### src/rtl/operand_forward.sv
// Operand resolution for the two-cycle ALU: tracks rd/kind of the E1..E3
// instructions, forwards the youngest in-flight value and stalls issue until it exists.

module operand_forward_src #(
    parameter int XLEN     = 32,
    parameter int REG_BITS = 5
) (
    input  logic [REG_BITS-1:0]       rs,
    input  logic                      used,
    input  logic [XLEN-1:0]           rf_data,
    input  logic [2:0]                vld_pipe,
    input  logic [2:0][REG_BITS-1:0]  e_rd,
    input  logic [2:0][1:0]           e_kind,
    input  logic [2:0][XLEN-1:0]      stage_data,
    output logic [XLEN-1:0]           op,
    output logic                      hazard
);
    logic hit;

    // Stage index s (0 = E1) holds a usable value once s+1 >= kind;
    // the first (youngest) match decides, available or not.
    always_comb begin
        op     = rf_data;
        hazard = 1'b0;
        hit    = 1'b0;
        if (used && rs == '0) begin
            op = '0;
        end else if (used) begin
            for (int s = 0; s < 3; s++) begin
                if (!hit && vld_pipe[s] && e_rd[s] == rs && e_kind[s] != 2'd0) begin
                    hit = 1'b1;
                    if ({1'b0, e_kind[s]} <= 3'(s + 1))
                        op = stage_data[s];
                    else
                        hazard = 1'b1;
                end
            end
        end
    end
endmodule

module operand_forward #(
    parameter int XLEN     = 32,
    parameter int REG_BITS = 5
) (
    input  logic                clk,
    input  logic                rst_n,
    input  logic                dec_valid,
    input  logic [REG_BITS-1:0] dec_rs1,
    input  logic [REG_BITS-1:0] dec_rs2,
    input  logic                dec_rs1_used,
    input  logic                dec_rs2_used,
    input  logic [REG_BITS-1:0] dec_rd,
    input  logic [1:0]          dec_kind,
    input  logic [XLEN-1:0]     rf_rs1_data,
    input  logic [XLEN-1:0]     rf_rs2_data,
    input  logic [XLEN-1:0]     e1_add_data,
    input  logic [XLEN-1:0]     e2_result_data,
    input  logic [XLEN-1:0]     e3_load_data,
    input  logic                flush,
    output logic                issue,
    output logic                stall,
    output logic [XLEN-1:0]     op_a,
    output logic [XLEN-1:0]     op_b
);
    localparam int STAGES = 2;

    logic [STAGES:0]                vld_pipe;
    logic [STAGES:0][REG_BITS-1:0]  e_rd;
    logic [STAGES:0][1:0]           e_kind;
    logic                           active;

    logic [1:0][REG_BITS-1:0]       src_rs;
    logic [1:0]                     src_used;
    logic [1:0][XLEN-1:0]           src_rf;
    logic [1:0][XLEN-1:0]           src_op;
    logic [1:0]                     src_haz;
    logic [STAGES:0][XLEN-1:0]      stage_data;
    logic                           go;

    assign src_rs     = {dec_rs2, dec_rs1};
    assign src_used   = {dec_rs2_used, dec_rs1_used};
    assign src_rf     = {rf_rs2_data, rf_rs1_data};
    assign stage_data = {e3_load_data, e2_result_data, e1_add_data};

    for (genvar g = 0; g < 2; g++) begin : g_src
        operand_forward_src #(.XLEN(XLEN), .REG_BITS(REG_BITS)) u_src (
            .rs         (src_rs[g]),
            .used       (src_used[g]),
            .rf_data    (src_rf[g]),
            .vld_pipe   (vld_pipe),
            .e_rd       (e_rd),
            .e_kind     (e_kind),
            .stage_data (stage_data),
            .op         (src_op[g]),
            .hazard     (src_haz[g])
        );
    end

    // active holds everything quiet from reset until the first clock after release.
    assign go    = active & dec_valid & ~flush;
    assign stall = go & (|src_haz);
    assign issue = go & ~(|src_haz);
    assign op_a  = active ? src_op[0] : '0;
    assign op_b  = active ? src_op[1] : '0;

    always_ff @(posedge clk or negedge rst_n) begin
        if (!rst_n) begin
            active   <= 1'b0;
            vld_pipe <= '0;
            e_rd     <= '0;
            e_kind   <= '0;
        end else begin
            active   <= 1'b1;
            vld_pipe <= flush ? '0 : {vld_pipe[STAGES-1:0], issue};
            e_rd     <= {e_rd[STAGES-1:0], dec_rd};
            e_kind   <= {e_kind[STAGES-1:0], dec_kind};
        end
    end
endmodule
### config.mk
export PLATFORM = sky130hd
export DESIGN_NAME = operand_forward
export DESIGN_NICKNAME = d
export VERILOG_FILES = /design/src/rtl/operand_forward.sv
export SDC_FILE = /design/constraint.sdc
export NUM_CORES = 1
export LEC_CHECK = 0
export ABC_AREA = 1
export BUFFER_PORTS_ARGS = -buffer_cell sky130_fd_sc_hd__buf_2
export CAP_MARGIN = 5
export CORE_UTILIZATION = 50
export DETAILED_ROUTE_END_ITERATION = 10
export PLACE_DENSITY_LB_ADDON = 0.3
export SYNTH_ARGS = -nofsm -noshare
export SYNTH_HDL_FRONTEND = slang
export SYNTH_HIERARCHICAL = 1
export SYNTH_SLANG_ARGS = --single-unit
### constraint.sdc
create_clock -name clk -period 3.95 [get_ports clk]
set_input_delay 0 -clock clk [delete_from_list [all_inputs] [get_ports clk]]
set_output_delay 0 -clock clk [all_outputs]
set_load 0.05 [all_outputs]
=== Word-level counts from Yosys, hierarchy flattened ===
Index checks and enable logic that the tools add are counted.

* Add/sub/neg operators: 0
* $mul: 0
* Divide/modulo/power cells: 0
* Magnitude comparators: 2
* Equal/unequal tests: 6
* Shifts and indexed selects: 0
* Muxes and demuxes: 40
* Bitwise gates (word level): 6
* Reductions and logical operators: 28

{| class="wikitable"
|+ Operators with widths
! operator !! count
|-
| two-way mux 32 bit || 16
|-
| == test 5 bit || 6
|-
| two-way mux 1 bit || 23
|-
| logical AND 1 bit || 18
|-
| zero test 5 bit || 2
|-
| nonzero test 2 bit || 3
|-
| AND 1 bit || 4
|-
| zero test 1 bit || 4
|-
| two-way mux 3 bit || 1
|-
| less-or-equal comparator 2 x 1 -> 1 bit (second input constant) || 1
|-
| less-or-equal comparator 2 bit (second input constant) || 1
|-
| inverter 1 bit || 2
|-
| OR reduction 2 bit || 1
|}

* Bits in registers: 25
* Bits in latches: 0
* RAM bits: 0
* Memory bits (read-only): 0
* Output and inout port bits: 66
* Logic and storage cells: 90
* Memories: 0

=== Longest topological paths before layout ===
Gate-level depths: netlist of the first run.

* Depth after elaboration: 21
* Mapped depth: 14
* Depth with buffers taken out: 14

=== Cells and area by module ===
The synthesis of the first run kept the hierarchy.

{| class="wikitable"
|+ Modules (own cells, without submodules)
! module !! instances !! cells an instance !! area each (µm²)
|-
| operand_forward_src || 2 || 478 || 2,098.3
|-
| operand_forward || 1 || 174 || 1,228.7
|}

=== Worst setup path before layout of the first run ===
OpenSTA, ideal clock, no wires.

* Kind: reg2out
* From: register e_kind[1] (netlist name)
* To: output stall
* Arrival: 2,199 ps
* Setup slack: 1,751 ps
* Cell stages (with the launch flop): 10
* Path buffers: 1
* Cells stage by stage: dfrtp_1 inv_2 nand2_1 nand2_1 nor2_4 nand3_4 clkbuf_1 a211oi_1 nor2_1 nor2_1

* Word-level cells in the longest chain between the ends: 14
* Elaborated cells between the ends (all ways): 31
* Those cells by class: order compare (1); mux (17); bitwise (1); reduce/logical (12)

{| class="wikitable"
|+ RTL lines
! element !! RTL line !! text
|-
| start: declaration || 70 || <nowiki>logic [STAGES:0][1:0] e_kind;</nowiki>
|-
| start signal: assignment || 117 || <nowiki>e_kind <= {e_kind[STAGES-1:0], dec_kind};</nowiki>
|-
| nonzero test 2 bit || 30 || <nowiki>if (!hit && vld_pipe[s] && e_rd[s] == rs && e_kind[s] != 2'd0) begin</nowiki>
|-
| logical AND 1 bit || 30 ||
|-
| two-way mux 1 bit || 30 ||
|-
| two-way mux 1 bit || 28 || <nowiki>end else if (used) begin</nowiki>
|-
| two-way mux 1 bit || 26 || <nowiki>if (used && rs == '0) begin</nowiki>
|-
| zero test 1 bit || 30 ||
|-
| logical AND 1 bit (3 in series) || 30 ||
|-
| two-way mux 1 bit (*) || 30 ||
|-
| two-way mux 1 bit (*) || 28 ||
|-
| two-way mux 1 bit (*) || 26 ||
|-
| net src_haz[1] || 77 || <nowiki>logic [1:0] src_haz;</nowiki>
|-
| OR reduction 2 bit (*) || 102 || <nowiki>assign stall = go & (|src_haz);</nowiki>
|-
| AND 1 bit (*) || 102 ||
|-
| end: declaration || 62 || <nowiki>output logic stall,</nowiki>
|}

The timed path passes the listed nets; every way through them passes the cells marked *. The select of a mux whose other input is x is not followed.

==> results.md, run 1 <==
- Outcome: complete, no violations
- Pre-CTS WS: 1020 ps
- Syn nets: 1313
- Number of max-cap violations: 0
- Clock Tree Buf Depth: 2
- Layout cells sized above 1: 21.9%
- Startpoint Class: register
- Max VDD drop: 0.233 mV
- Synth area leader: nand2_1
- Tmin final: ~3300 ps
- Ports: 249
- Crit-path cells: nand2_1 > nand2_1 > nor2_1 > nand3_4 > nand3_2 > buf_4 > nor2_1 > nor2_1 > nand2_1 > a21oi_1 > nand2_1 > inv_1 > buf_2
- Gate Count Post-Synth: 1130
- Initial antenna violation count: 1
- Slew Viols, Final: 0
- R2r worst-path depth: 10
- Initial Utilization: roughly 52%
- DRC: 0
- # fillers: 1147
- Required time worst endpoint: a little under 4000 ps
- CP max stage delay: 590 ps
- PwrDens: 160 nW/um^2
- Clk pin slew, worst setup/hold paths: 80 ps
- Crit-path max FO: 37
- Post-route cell area: 6710 um^2
- Antenna Nets Post-Route: 0
- Synth Register Bits: 25
- Area growth syn-to-layout: 23.6%
- Yosys top cell area share: between 20 and 25%
- Static Leak: 0.00439 uW
- Worst setup margin: about 680 ps
- Drt first pass iters: 5
- Final Util: between 60% and 70%
- Dpl hpwl: between 10000 and 15000 um
- Critical path type: register to output port
- Post-synth cell types: 24
- Die height: approximately 110 um
- Sequential element share of the synthesized area: ~12%
- Root buf cell: clkbuf_8
- CP Buf/Inv Count: 3
- Rel. slew slack: between 30% and 40%
- WL final: 20200 um
- Hold Crit Class: input port to register
- CP max stage cell: nand3_2
- Cts repair resizes: 0
- R2R Setup Slk: 1450 ps
- Worst-Skew Late Latency: 270 ps
- CTS Buf Count: 3
- Largest net degree at the start of global routing: between 60 and 70
- Via/cell ratio: 5.20
- Mapped Area: 5430 um^2
- H-tree depth: 1
- Crit path max-delay family: simple AND/OR/NAND/NOR gates
- FP Rows: 37
- Most frequent cell on the critical path: nand2_1
- Fmax: 0.305 GHz
- Synth warnings: 6
- Sink Count: 25
- Vias: 7675
- Placement Cell Area: 6570 um^2
- Critical R2R Launch: e_rd[3]
- Final hold vios: 0
- First-pass GRT wire length: between 30000 and 40000 um
- Number of global-route vias before repair: 6765
- Final nets: 1522
- Clock Skews: 8.59 ps
- CP startpoint: e_rd[3]
- Remaining global-route overflow: 0
- Post-CTS Setup Bufs: 0
- CP Capture Point: op_b[30]
- Setup TNS Final: 0 ps
- Setup Viol. Count Final: 0
- DR WL/cell: 13.7 um
- Die ar.: 11300 um^2
- Mean Syn Cell Area: 4.80 um^2
- Top cells by area, synth: nand2_1, inv_1, nand3_1
- Arr. time, crit path: 3270 ps
- Die X: 106 um
- Core area: 10400 um^2
- Commonest non-fill, non-tap cells in the layout: nand2_1, buf_2, inv_1
- Crit path depth: 13
- Slew @ Worst Pin: 988 ps
- Crit end category: output port
- Unrepaired setup endpoints after global routing: false
- Gpl congestion: between 0.9 and 1
- DRT iter0 DRCs: 660
- Most common cell after layout, fill and taps aside: nand2_1
- CTS tree: yes
- Worst r2r dst: vld_pipe[0]
- Global-route usage over all layers: 34.7%
- Final hold slack: 27.4 ps
- Final period utilization: 82.9%
- PortBufs: around 250
==> synthesized netlist by cell type <==
library cell	instances
a211oi_1	2
a21oi_1	64
buf_1	2
buf_2	19
buf_4	7
buf_6	11
clkbuf_1	28
clkinv_1	2
conb_1	1
dfrtp_1	25
inv_1	227
inv_2	12
nand2_1	293
nand3_1	135
nand3_2	2
nand3_4	2
nand4_1	4
nor2_1	154
nor2_2	2
nor2_4	4
o21ai_0	128
o21ai_1	2
or2_2	2
xnor2_1	2
==> repair_timing <==
item / in CTS / in global routing
setup endpoints to repair: 0 / 0
hold endpoints to repair: 34 / 0
hold buffers: 9 / 0
==> registers in the layout, summed over array words and instances, names as in the netlist <==
register,flops
active,1
e_kind,6
e_rd,15
vld_pipe,3
==> worst min-delay path by stage <==
stage | endpoint | cells after the start | from
after global routing | vld_pipe[0] | 3 | dec_valid
after global placement | e_rd[4] | 1 | rst_n
after detailed placement | e_rd[10] | 1 | rst_n
final | vld_pipe[0] | 3 | dec_valid
after floorplan | active | 0 | rst_n
after CTS | vld_pipe[0] | 3 | dec_valid
==> per-stage QoR <==
stage	total power (uW)	cells
floorplan	698	1130
global placement	908	1461
detailed placement	911	1461
CTS	1070	1474
global route	1150	1474
finish	1070	1476
==> report_power, final <==
group	internal (uW)	total, uW	switching [uW]
registers	268	288	20.2
logic	207	633	427
clock network	72.1	151	79.3
total	547	1070	526
==> logic make-up after synthesis <==
kind of cell / Yosys count / synth area share [%]
buffers and inverters: 308 / 23.8
other: 1 / 0.0691
flip-flops: 25 / 11.5
XOR/XNOR: 2 / 0.323
AND/OR/NAND/NOR: 598 / 46.1
AO/OA/AOI/OAI: 196 / 18.2
==> worst min-delay path, stage by stage <==
cell,delay (ps)
buf_2,90
nand3_1,100
nor2_1,50
==> routing by layer <==
metal | vias up | track usage [%] | wire, um
li1 | 3858 | - | -
met1 | 3268 | 45.9 | 7930
met2 | 499 | 58.9 | 9420
met3 | 50 | 4.35 | 2380
met4 | 0 | 10.1 | 473
met5 | - | 0 | 0
==> cell type report <==
cell class / count / area (um^2) / area share (%)
Multi-Input combinational cell: 797 / 3520 / 52.4
Clock buffer: 4 / 45.0 / 0.672
Antenna cell: 2 / 5.00 / 0.0746
Sequential cell: 25 / 628 / 9.37
Inverter: 241 / 905 / 13.5
Timing Repair Buffer: 271 / 1440 / 21.4
Tap cell: 136 / 170 / 2.54
No activity file was read; power rests on OpenSTA's default activity.
==> run 2: changes to the inputs <==
CORE_UTILIZATION = 49   (was 50)
clock period = 3.3 ns   (was 3.95 ns; I/O delays follow)
==> results.md, run 2 (synthesized netlist as in run 1, its figures left out) <==
- Unrepaired setup endpoints after global routing: false (unchanged)
- Remaining global-route overflow: 0 (unchanged)
- Area growth syn-to-layout: 24.9% (was 23.6%)
- Initial antenna violation count: 0 (was 1)
- Static Leak: 0.00442 uW (was 0.00439 uW)
- H-tree depth: 1 (unchanged)
- Setup Viol. Count Final: 0 (unchanged)
- Drt first pass iters: 5 (unchanged)
- Global route hottest layer: met2 (unchanged)
- FP Rows: 38 (was 37)
- Crit-path max FO: 48 (was 37)
- CTS Buf Count: 3 (unchanged)
- CTS tree: yes (unchanged)
- Number of max-cap violations: 0 (unchanged)
- Antenna cells: 0 (was 2)
- Most frequent cell on the critical path: nand2_1 (unchanged)
- Outcome: complete, no violations (unchanged)
- Largest net degree at the start of global routing: 62 (was 68)
- Die X: 107 um (was 106 um)
- Startpoint Class: register (unchanged)
- DRC: 0 (unchanged)
- Fmax: 0.330 GHz
- Commonest non-fill, non-tap cells in the layout: nand2_1, buf_2, inv_1 (unchanged)
- Sink Count: 25 (unchanged)
- Clk pin slew, worst setup/hold paths: 100 ps (was 80 ps)
- Tmin final: slightly above 3000 ps
- Setup TNS Final: 0 ps (unchanged)
- Gpl congestion: 0.917 (was 0.950)
- First-pass GRT wire length: 31900 um (was 32000 um)
- Root buf cell: clkbuf_8 (unchanged)
- WL final: 20200 um (about the same)
- Slew Viols, Final: 0 (unchanged)
- Antenna Nets Post-Route: 0 (unchanged)
- Worst-Skew Late Latency: 280 ps (was 270 ps)
- Initial Utilization: 50.3% (was 52.1%)
- Clock Skews: 6.74 ps (was 8.59 ps)
- Hold Crit Class: input port to register (unchanged)
- Die height: 107 um (was 106 um)
- Met2 Use GR: 60.4% (was 58.9%)
- Required time worst endpoint: 3300 ps (was 3950 ps)
- CP max stage delay: 470 ps (was 590 ps)
- Final hold vios: 0 (unchanged)
- Vias: 7639 (was 7675)
- Clock Tree Buf Depth: 2 (unchanged)
- CP Buf/Inv Count: 3 (unchanged)
- Reg with most FFs: e_rd (unchanged)
- Global-route usage over all layers: 34.4% (was 34.7%)
- GRT met3 Usage: 2.61% (was 4.35%)
- Arr. time, crit path: 3030 ps (was 3270 ps)
- # fillers: 1180 (was 1147)
- Most common cell after layout, fill and taps aside: nand2_1 (unchanged)
- Largest registers: e_rd: 15 flops, e_kind: 6 flops, vld_pipe: 3 flops (unchanged)
- Rel. slew slack: 29.5% (was 34.0%)
- GR Util met1: 44.2% (was 45.9%)
- Final Util: 62.8% (was 64.4%)
- Layout cells sized above 1: 22.4% (was 21.9%)
- Die ar.: 11500 um^2 (was 11300 um^2)
- Crit end category: output port (unchanged)
- Number of global-route vias before repair: 6789 (was 6765)
- Critical path type: register to output port (unchanged)
- Final nets: 1529 (was 1522)
- Via/cell ratio: 5.14 (was 5.20)
- PortBufs: 248 (unchanged)
- DRT iter0 DRCs: 721 (was 660)
- Max reg flops: 15 (unchanged)
- CP max stage cell: nand3_2 (unchanged)
- Crit-path cells: nand2_1 > nand2_1 > nor2_1 > nand3_4 > nand3_2 > buf_12 > nor2_1 > nor2_1 > nand2_1 > a21oi_1 > nand2_1 > inv_1 > buf_2 (was nand2_1 > nand2_1 > nor2_1 > nand3_4 > nand3_2 > buf_4 > nor2_1 > nor2_1 > nand2_1 > a21oi_1 > nand2_1 > inv_1 > buf_2)
- DR WL/cell: 13.6 um (was 13.7 um)
- Ports: 249 (unchanged)
- Max VDD drop: 0.299 mV (was 0.233 mV)
- Core area: 10800 um^2 (was 10400 um^2)
- Crit path max-delay family: simple AND/OR/NAND/NOR gates (unchanged)
- Final period utilization: 91.9%
- Slew @ Worst Pin: 1060 ps (was 988 ps)
- Dpl hpwl: 14600 um (was 14000 um)
- PwrDens: 192 nW/um^2 (was 160 nW/um^2)
[run 2: cell count changes in the layout (fill, tap and decap cells not counted), sizes merged]
cell,previous run,this run
clkinvlp,0,1
buf,262,268
diode,2,0
nor2,160,161
clkbuf,4,3
[run 2: report_power, final]
group / switching, uW / internal (uW)
combinational: 511 / 250
clock: 105 / 85.7
sequential: 27.7 / 321
total: 644 / 657
[run 2: layer usage]
layer,share of wire [%],wire length [um],vias up
li1,-,-,3865
met1,40,8100,3260
met2,48,9670,455
met3,9.7,1970,59
met4,2.4,494,0
met5,0,0,-
[run 2: path summary, 6_finish.rpt]
check	from	to	slack, ps	cells past startpoint
worst max register to register	e_rd[3]	vld_pipe[0]	1050	9
worst max-delay path	e_rd[3]	op_a[30]	270	13
worst min register to register	e_kind[0]	e_kind[2]	450	0
worst min-delay path	dec_valid	vld_pipe[0]	30	3
min in group asynchronous	rst_n	e_rd[14]	240	2
max in group asynchronous	rst_n	e_kind[1]	2660	2
[run 2: what timing repair did]
| item | in CTS | in global routing |
|---|---|---|
| endpoints found under the hold margin | 34 | 0 |
| buffers inserted | 0 | 0 |
| endpoints found under the setup margin | 0 | 18 |
| hold buffers | 9 | 0 |
| gates resized for setup | 0 | 1 |
[run 2: worst register-to-register path, stage by stage (launching register included)]
cell,delay [ps]
dfrtp_1,440
nand2_1,90
nand2_1,50
nor2_1,220
nand3_4,380
nor2_4,600
a211oi_1,130
inv_1,80
nand2_1,80
nor2_1,120
[run 2: final cells by class]
cell class	instances	area [um^2]	area share, %
clock buffer	3	41.3	0.609
clock inverter	1	7.51	0.111
inverter	241	905	13.3
multi-input combinational	798	3530	52.0
sequential	25	628	9.27
tap	140	175	2.58
timing repair buffer	277	1490	22.0
[run 2: per-stage QoR]
step	instances	cell area, um^2	hold slack [ps]	power (uW)	setup slack, ps
finish	1485	6780	32.3	1300	268
global route	1485	6780	57.6	1390	24.4
CTS	1484	6770	25.5	1300	216
detailed placement	1471	6630	17.0	1100	566
global placement	1471	6630	16.3	1090	614
floorplan	1130	5430	-296	836	1100
